File: config.mk
export PLATFORM = sky130hd
export DESIGN_NAME = pwm_dac_driver_flat
export DESIGN_NICKNAME = d
export VERILOG_FILES = /design/src/rtl/pwm_dac_driver_if.sv /design/src/rtl/pwm_dac_driver.sv /design/src/flat_wrapper.sv
export SDC_FILE = /design/constraint.sdc
export NUM_CORES = 1
export LEC_CHECK = 0
export CAP_MARGIN = 20
export CORE_MARGIN = 2
export CORE_UTILIZATION = 55
export DETAILED_ROUTE_END_ITERATION = 6
export GPL_TIMING_DRIVEN = 0
export PLACE_DENSITY = 0.78
export SYNTH_ARGS = -nofsm -noshare
export SYNTH_HDL_FRONTEND = slang
export SYNTH_SLANG_ARGS = --single-unit
File: constraint.sdc
create_clock -name clk -period 1.6 [get_ports clk]
set_input_delay 0.24 -clock clk [delete_from_list [all_inputs] [get_ports clk]]
set_output_delay 0.24 -clock clk [all_outputs]
set_load 0.03 [all_outputs]
File: src/rtl/pwm_dac_driver_if.sv
// Sample handshake between the sine producer and the PWM DAC driver.
// The producer uses the master modport, the driver the slave modport.
interface pwm_dac_driver_if #(
    parameter int WIDTH = 10
);
    logic [WIDTH-1:0] in_sample;
    logic             in_valid;
    logic             in_ready;

    modport master (
        output in_sample,
        output in_valid,
        input  in_ready
    );

    modport slave (
        input  in_sample,
        input  in_valid,
        output in_ready
    );
endinterface

File: src/rtl/pwm_dac_driver.sv
// Single-pin PWM DAC: shadow-buffered samples, duty swapped only at period boundaries.
// Optional macro PWM_DAC_UNDERRUN_CNT_EN adds a saturating underrun counter with a clear input.
module pwm_dac_driver #(
    parameter int WIDTH    = 10,
    parameter int PRESCALE = 1
) (
    input  logic               clk,
    input  logic               rst,
    pwm_dac_driver_if.slave    bus,
    output logic               pwm_out,
    output logic               period_start,
    output logic               underrun,
    output logic               running
`ifdef PWM_DAC_UNDERRUN_CNT_EN
    ,
    input  logic               underrun_clr,
    output logic [15:0]        underrun_count
`endif
);

    localparam int PRE_W = (PRESCALE > 1) ? $clog2(PRESCALE) : 1;
    localparam logic [PRE_W-1:0] PRE_LAST = PRE_W'(PRESCALE - 1);
    localparam logic [WIDTH-1:0] CNT_LAST = '1;

    typedef enum logic {
        IDLE,
        RUN
    } state_t;

    state_t             state;
    logic [WIDTH-1:0]   cnt;
    logic [PRE_W-1:0]   pre;
    logic [WIDTH-1:0]   active;
    logic [WIDTH-1:0]   shadow;
    logic               shadow_full;

    logic tick;
    logic boundary;
    logic accept;

    // in_ready comes straight from the shadow_full flop, so the producer never
    // sees a combinational path from its own in_valid.
    assign bus.in_ready = ~shadow_full;
    assign accept       = bus.in_valid && !shadow_full;
    assign tick         = (pre == PRE_LAST);
    assign boundary     = (state == RUN) && tick && (cnt == CNT_LAST);

    always_ff @(posedge clk) begin
        if (rst) begin
            state        <= IDLE;
            cnt          <= '0;
            pre          <= '0;
            active       <= '0;
            shadow       <= '0;
            shadow_full  <= 1'b0;
            pwm_out      <= 1'b0;
            period_start <= 1'b0;
            underrun     <= 1'b0;
            running      <= 1'b0;
`ifdef PWM_DAC_UNDERRUN_CNT_EN
            underrun_count <= '0;
`endif
        end else begin
            // NOTE: all state here uses <= so every branch sees pre-edge values;
            // blocking assignments would make the result depend on statement order.
            period_start <= 1'b0;
            pwm_out      <= (state == RUN) && (cnt < active);

            case (state)
                IDLE: begin
                    cnt <= '0;
                    pre <= '0;
                    if (accept) begin
                        // First sample bypasses the shadow and starts period 1 at once.
                        active       <= bus.in_sample;
                        state        <= RUN;
                        running      <= 1'b1;
                        period_start <= 1'b1;
                    end
                end

                RUN: begin
                    pre <= tick ? '0 : pre + 1'b1;
                    if (tick) begin
                        cnt <= cnt + 1'b1;
                    end

                    if (boundary) begin
                        period_start <= 1'b1;
                        if (shadow_full) begin
                            active      <= shadow;
                            shadow_full <= 1'b0;
                        end else begin
                            // Repeat the last duty; a sample arriving now waits a full period.
                            underrun <= 1'b1;
                            if (accept) begin
                                shadow      <= bus.in_sample;
                                shadow_full <= 1'b1;
                            end
                        end
                    end else if (accept) begin
                        shadow      <= bus.in_sample;
                        shadow_full <= 1'b1;
                    end
                end

                default: state <= IDLE;
            endcase

`ifdef PWM_DAC_UNDERRUN_CNT_EN
            if (underrun_clr) begin
                underrun_count <= '0;
                underrun       <= 1'b0;
            end else if (boundary && !shadow_full && (underrun_count != 16'hFFFF)) begin
                underrun_count <= underrun_count + 16'd1;
            end
`endif
        end
    end

endmodule

File: src/flat_wrapper.sv
// flat-port wrapper written by rule: the top's interface ports become plain ports
module pwm_dac_driver_flat 
#(
    parameter int WIDTH    = 10,
    parameter int PRESCALE = 1
)
  (clk, rst, pwm_out, period_start, underrun, running, bus_in_sample, bus_in_valid, bus_in_ready);
  pwm_dac_driver_if #(.WIDTH(WIDTH)) bus_i ();
  input  logic clk;
  input  logic rst;
  output logic pwm_out;
  output logic period_start;
  output logic underrun;
  output logic running;
  input wire logic [$bits(bus_i.in_sample)-1:0] bus_in_sample;
  input wire logic [$bits(bus_i.in_valid)-1:0] bus_in_valid;
  output wire logic [$bits(bus_i.in_ready)-1:0] bus_in_ready;
  assign bus_i.in_sample = bus_in_sample;
  assign bus_i.in_valid = bus_in_valid;
  assign bus_in_ready = bus_i.in_ready;
  pwm_dac_driver #(.WIDTH(WIDTH), .PRESCALE(PRESCALE)) u_core (.clk(clk), .rst(rst), .bus(bus_i), .pwm_out(pwm_out), .period_start(period_start), .underrun(underrun), .running(running));
endmodule
==> summary.md, run 1 <==
| Metric | Value |
|---|---|
| GRT Resource Usage Total | `22.1%` |
| Number of remaining DRC errors | `0` |
| CTS H-Tree Depth | `2` |
| R2R Setup Slk | `0.03 ns` |
| Area of the core | `3030 sq um` |
| Placed inst area | `1960 sq um` |
| PD cells | `827 nW/um^2` |
| CP Capture Type | `flop` |
| First-pass GRT wire length | `5.94 mm` |
| DRT antenna net count | `0` |
| Buffer depth of the longest clock path | `2` |
| Largest net degree at the start of global routing | `11` |
| Worst Tran Pin Value | `0.491 ns` |
| Routed wire length | `3.89 mm` |
| Max-slew violation count | `0` |
| Root Driver | `clkbuf_4` |
| Area grow syn2layout | `24.9%` |
| Detail-routed via count per cell | `5.66` |
| Overflow after GRT | `0` |
| Met1 GRT Util | `26.6%` |
| Worst vdd ir | `0.000594 V` |
| Vias | `1432` |
| Cts hold-fix bufs | `0` |
| Synth cell types | `30` |
| Status | `finished, final reports clean` |
| Hold_sp | `rst` |
| Post-layout util | `72.0%` |
| FMAX | `636 MHz` |
| #FFs+latches synth | `36` |
| Hold path endpoint | `u_core.active[7]` |
| CP Max Fanout | `5` |
| Register area share after synthesis | `41.3%` |
| PnR worst setup slack | `0.0282 ns` |
| CTS sink cnt | `36` |
| CTS tree | `built` |
| Worst hold path class | `in -> reg` |
| Worst r2r dst | `u_core.active[1]` |
| Reg2reg start | `u_core.cnt[1]` |
| Compound-Gate Fraction of Synth Area | `18.3%` |
| Final Setup Violations | `0` |
| Clock Pin Slew Worst Setup and Hold Paths | `0.11 ns` |
| Global route hottest layer | `met2` |
| Total CTS buffers | `5` |
| Hpwl dp | `2.57 mm` |
| Share of post-route cells with drive strength above 1 | `17.7%` |
| Nets | `231` |
| Met3 Use GR | `6.82%` |
| Slew headroom | `67.3%` |
| Mean post-synth cell area | `9.70 sq um` |
| TNS Setup | `0 ns` |
| FP Rows | `20` |
| Design Area, Final | `2180 sq um` |
| Leakage Power | `0.903 nW` |
| Synth Area in XOR/XNOR | `3.51%` |
| Die Ht | `60.4 um` |
| Worst-case clock skew | `0.00589 ns` |
| Simple-gate area share of the yosys netlist | `17.5%` |
| Crit path required time | `1.82 ns` |
| Setup CP Type | `reg -> reg` |
| # port buffers | `16` |
| Initial DRC count | `51` |
| Fill cell count | `229` |
| Post-synthesis mux area share | `5.73%` |
| Unrepaired setup endpoints after global routing | `true` |
| IO Pins | `18` |
| GPL Wtd Cong | `0.822` |
| Largest family of logic cells by synthesized area | `compound AO/OA/AOI/OAI gates` |
| Die Span X | `60.4 um` |
| Ys Warns | `0` |
| Pre-CTS WS | `-0.206 ns` |
| Max-cap violations | `0` |
| Mapped Area | `1750 sq um` |
| Initial Util | `57.7%` |
| Met2 GRT Util | `37.0%` |
| R2R depth | `6` |
| Die Footprint | `3640 sq um` |
| Fin crit period | `1.57 ns` |
| Vias in the first global route | `1320` |
| CP Launch Type | `flop` |
| Synth Area in Adders | `7.16%` |
| Antenna violations before repair | `0` |
| Skew-Pair Late Insertion Delay | `0.35 ns` |
| Router iterations before antenna repair | `5` |
| Period Utilization, post-route | `98.2%` |
| Drt wl/cell | `15.4 um` |
| Worst EP arrival | `1.79 ns` |
| Worst hold stages | `2` |
| Synthesized net count | `203` |
| Diode count | `0` |
| Post-Syn Instances | `180` |
| Hold Vio Cnt, Final | `0` |
## per-layer routing
metal	up-vias	wire length, um
met4	0	70
met3	10	130
met5	-	0
met2	28	1980
li1	701	-
met1	693	1710
## how the worst max path moves through the flow
stage | slack [ns] | endpoint | start
floorplan | 0.09 | u_core.active[0] | u_core.cnt[0]
global placement | -0.18 | u_core.active[1] | bus_in_valid
detailed placement | -0.21 | u_core.active[9] | bus_in_valid
CTS | 0.008 | period_start | u_core.period_start
global route | -0.03 | u_core.active[1] | u_core.cnt[1]
finish | 0.03 | u_core.active[1] | u_core.cnt[1]
## layout make-up
type	count	area, sq um	area share (%)
buffer	11	75.1	3.44
tap	44	55.1	2.52
multi-input combinational	120	1000	45.9
sequential	36	726	33.3
timing repair buffer	21	216	9.93
inverter	13	48.8	2.24
clock buffer	8	58.8	2.70
## stage by stage
step / hold WS [ns] / power [mW] / instances
final: 0.290 / 1.80 / 253
after global routing: 0.333 / 1.88 / 253
after CTS: 0.272 / 1.77 / 251
after detailed placement: 0.454 / 1.26 / 240
after global placement: 0.434 / 1.25 / 240
after floorplan: 0.384 / 1.17 / 180
## cells by family (layout without fill, tap and decap cells)
group | Yosys count | count (layout)
AO/OA/AOI/OAI | 34 | 34
XOR/XNOR | 7 | 7
adder cells (fa/ha/maj) | 10 | 10
buffers and inverters | 24 | 53
flip-flops | 36 | 36
multiplexers | 10 | 10
AND/OR/NAND/NOR | 59 | 59
## report_power, final
group          leakage [nW]  total [mW]  switching, mW  internal (mW)
clock network        0.0326       0.520          0.303          0.217
registers             0.296       0.971         0.0281          0.943
logic                 0.575       0.313          0.174          0.140
total                 0.903        1.80          0.505           1.30
## cells in the final DEF (no fill, tap or decap), types with 4 or more instances in the layout
| cell | n |
|---|---|
| dfxtp_1 | 32 |
| nor2_1 | 22 |
| inv_1 | 13 |
| clkdlybuf4s50_1 | 11 |
| mux2i_1 | 10 |
| nor2b_1 | 9 |
| a311oi_1 | 9 |
| nand2_1 | 9 |
| a21oi_1 | 9 |
| ha_1 | 9 |
| clkbuf_1 | 7 |
| buf_4 | 6 |
| a221oi_4 | 6 |
| clkbuf_4 | 5 |
| a221oi_2 | 4 |
| xor2_1 | 4 |
| nand3_1 | 4 |
| dfxtp_2 | 4 |
## sequential cells by signal, summed over array words and instances (netlist names)
name,flops
u_core.active,10
u_core.cnt,10
u_core.period_start,1
u_core.pwm_out,1
u_core.running,1
u_core.shadow,10
u_core.shadow_full,1
u_core.state,1
u_core.underrun,1
## what timing repair did
item                       CTS  global route
gates cloned                 0             1
setup endpoints to repair   13            11
pin swaps                    0            13
resized for setup            6            16
setup buffers                3             1
## Yosys cell counts (all sizes together)
cell type   n  area [sq um]
dfxtp      36           721
nor2       22          82.6
inv        13          48.8
a221oi     10           150
a311oi     10          87.6
ha         10           125
mux2i      10           100
nor2b      10          62.6
a21oi       9          45.0
nand2       9          33.8
buf         6          47.5
clkbuf      5          18.8
nand3       4          20.0
nand4       4          40.0
xor2        4          35.0
nand2b      3          18.8
xnor2       3          26.3
and3        2          12.5
nor3        2          10.0
a211oi      1          7.51
a21o        1          7.51
a41oi       1          8.76
and2b       1          7.51
and4        1          11.3
o211ai      1          7.51
o21ai       1          5.00
or3         1          6.26
## worst max-delay path: stages, from the launching register on
cell	delay, ns
dfxtp_2	0.37
ha_4	0.13
and4_4	0.26
nand4_4	0.15
buf_12	0.19
a221oi_4	0.24
a311oi_1	0.09
No activity file was read; power rests on OpenSTA's default activity.
==> run 2: changes to the inputs <==
Settings changed: CTS_CLUSTER_DIAMETER set to 50.
==> results of run 2 <==
No change in the layout: final DEF, timing and power equal those of run 1.
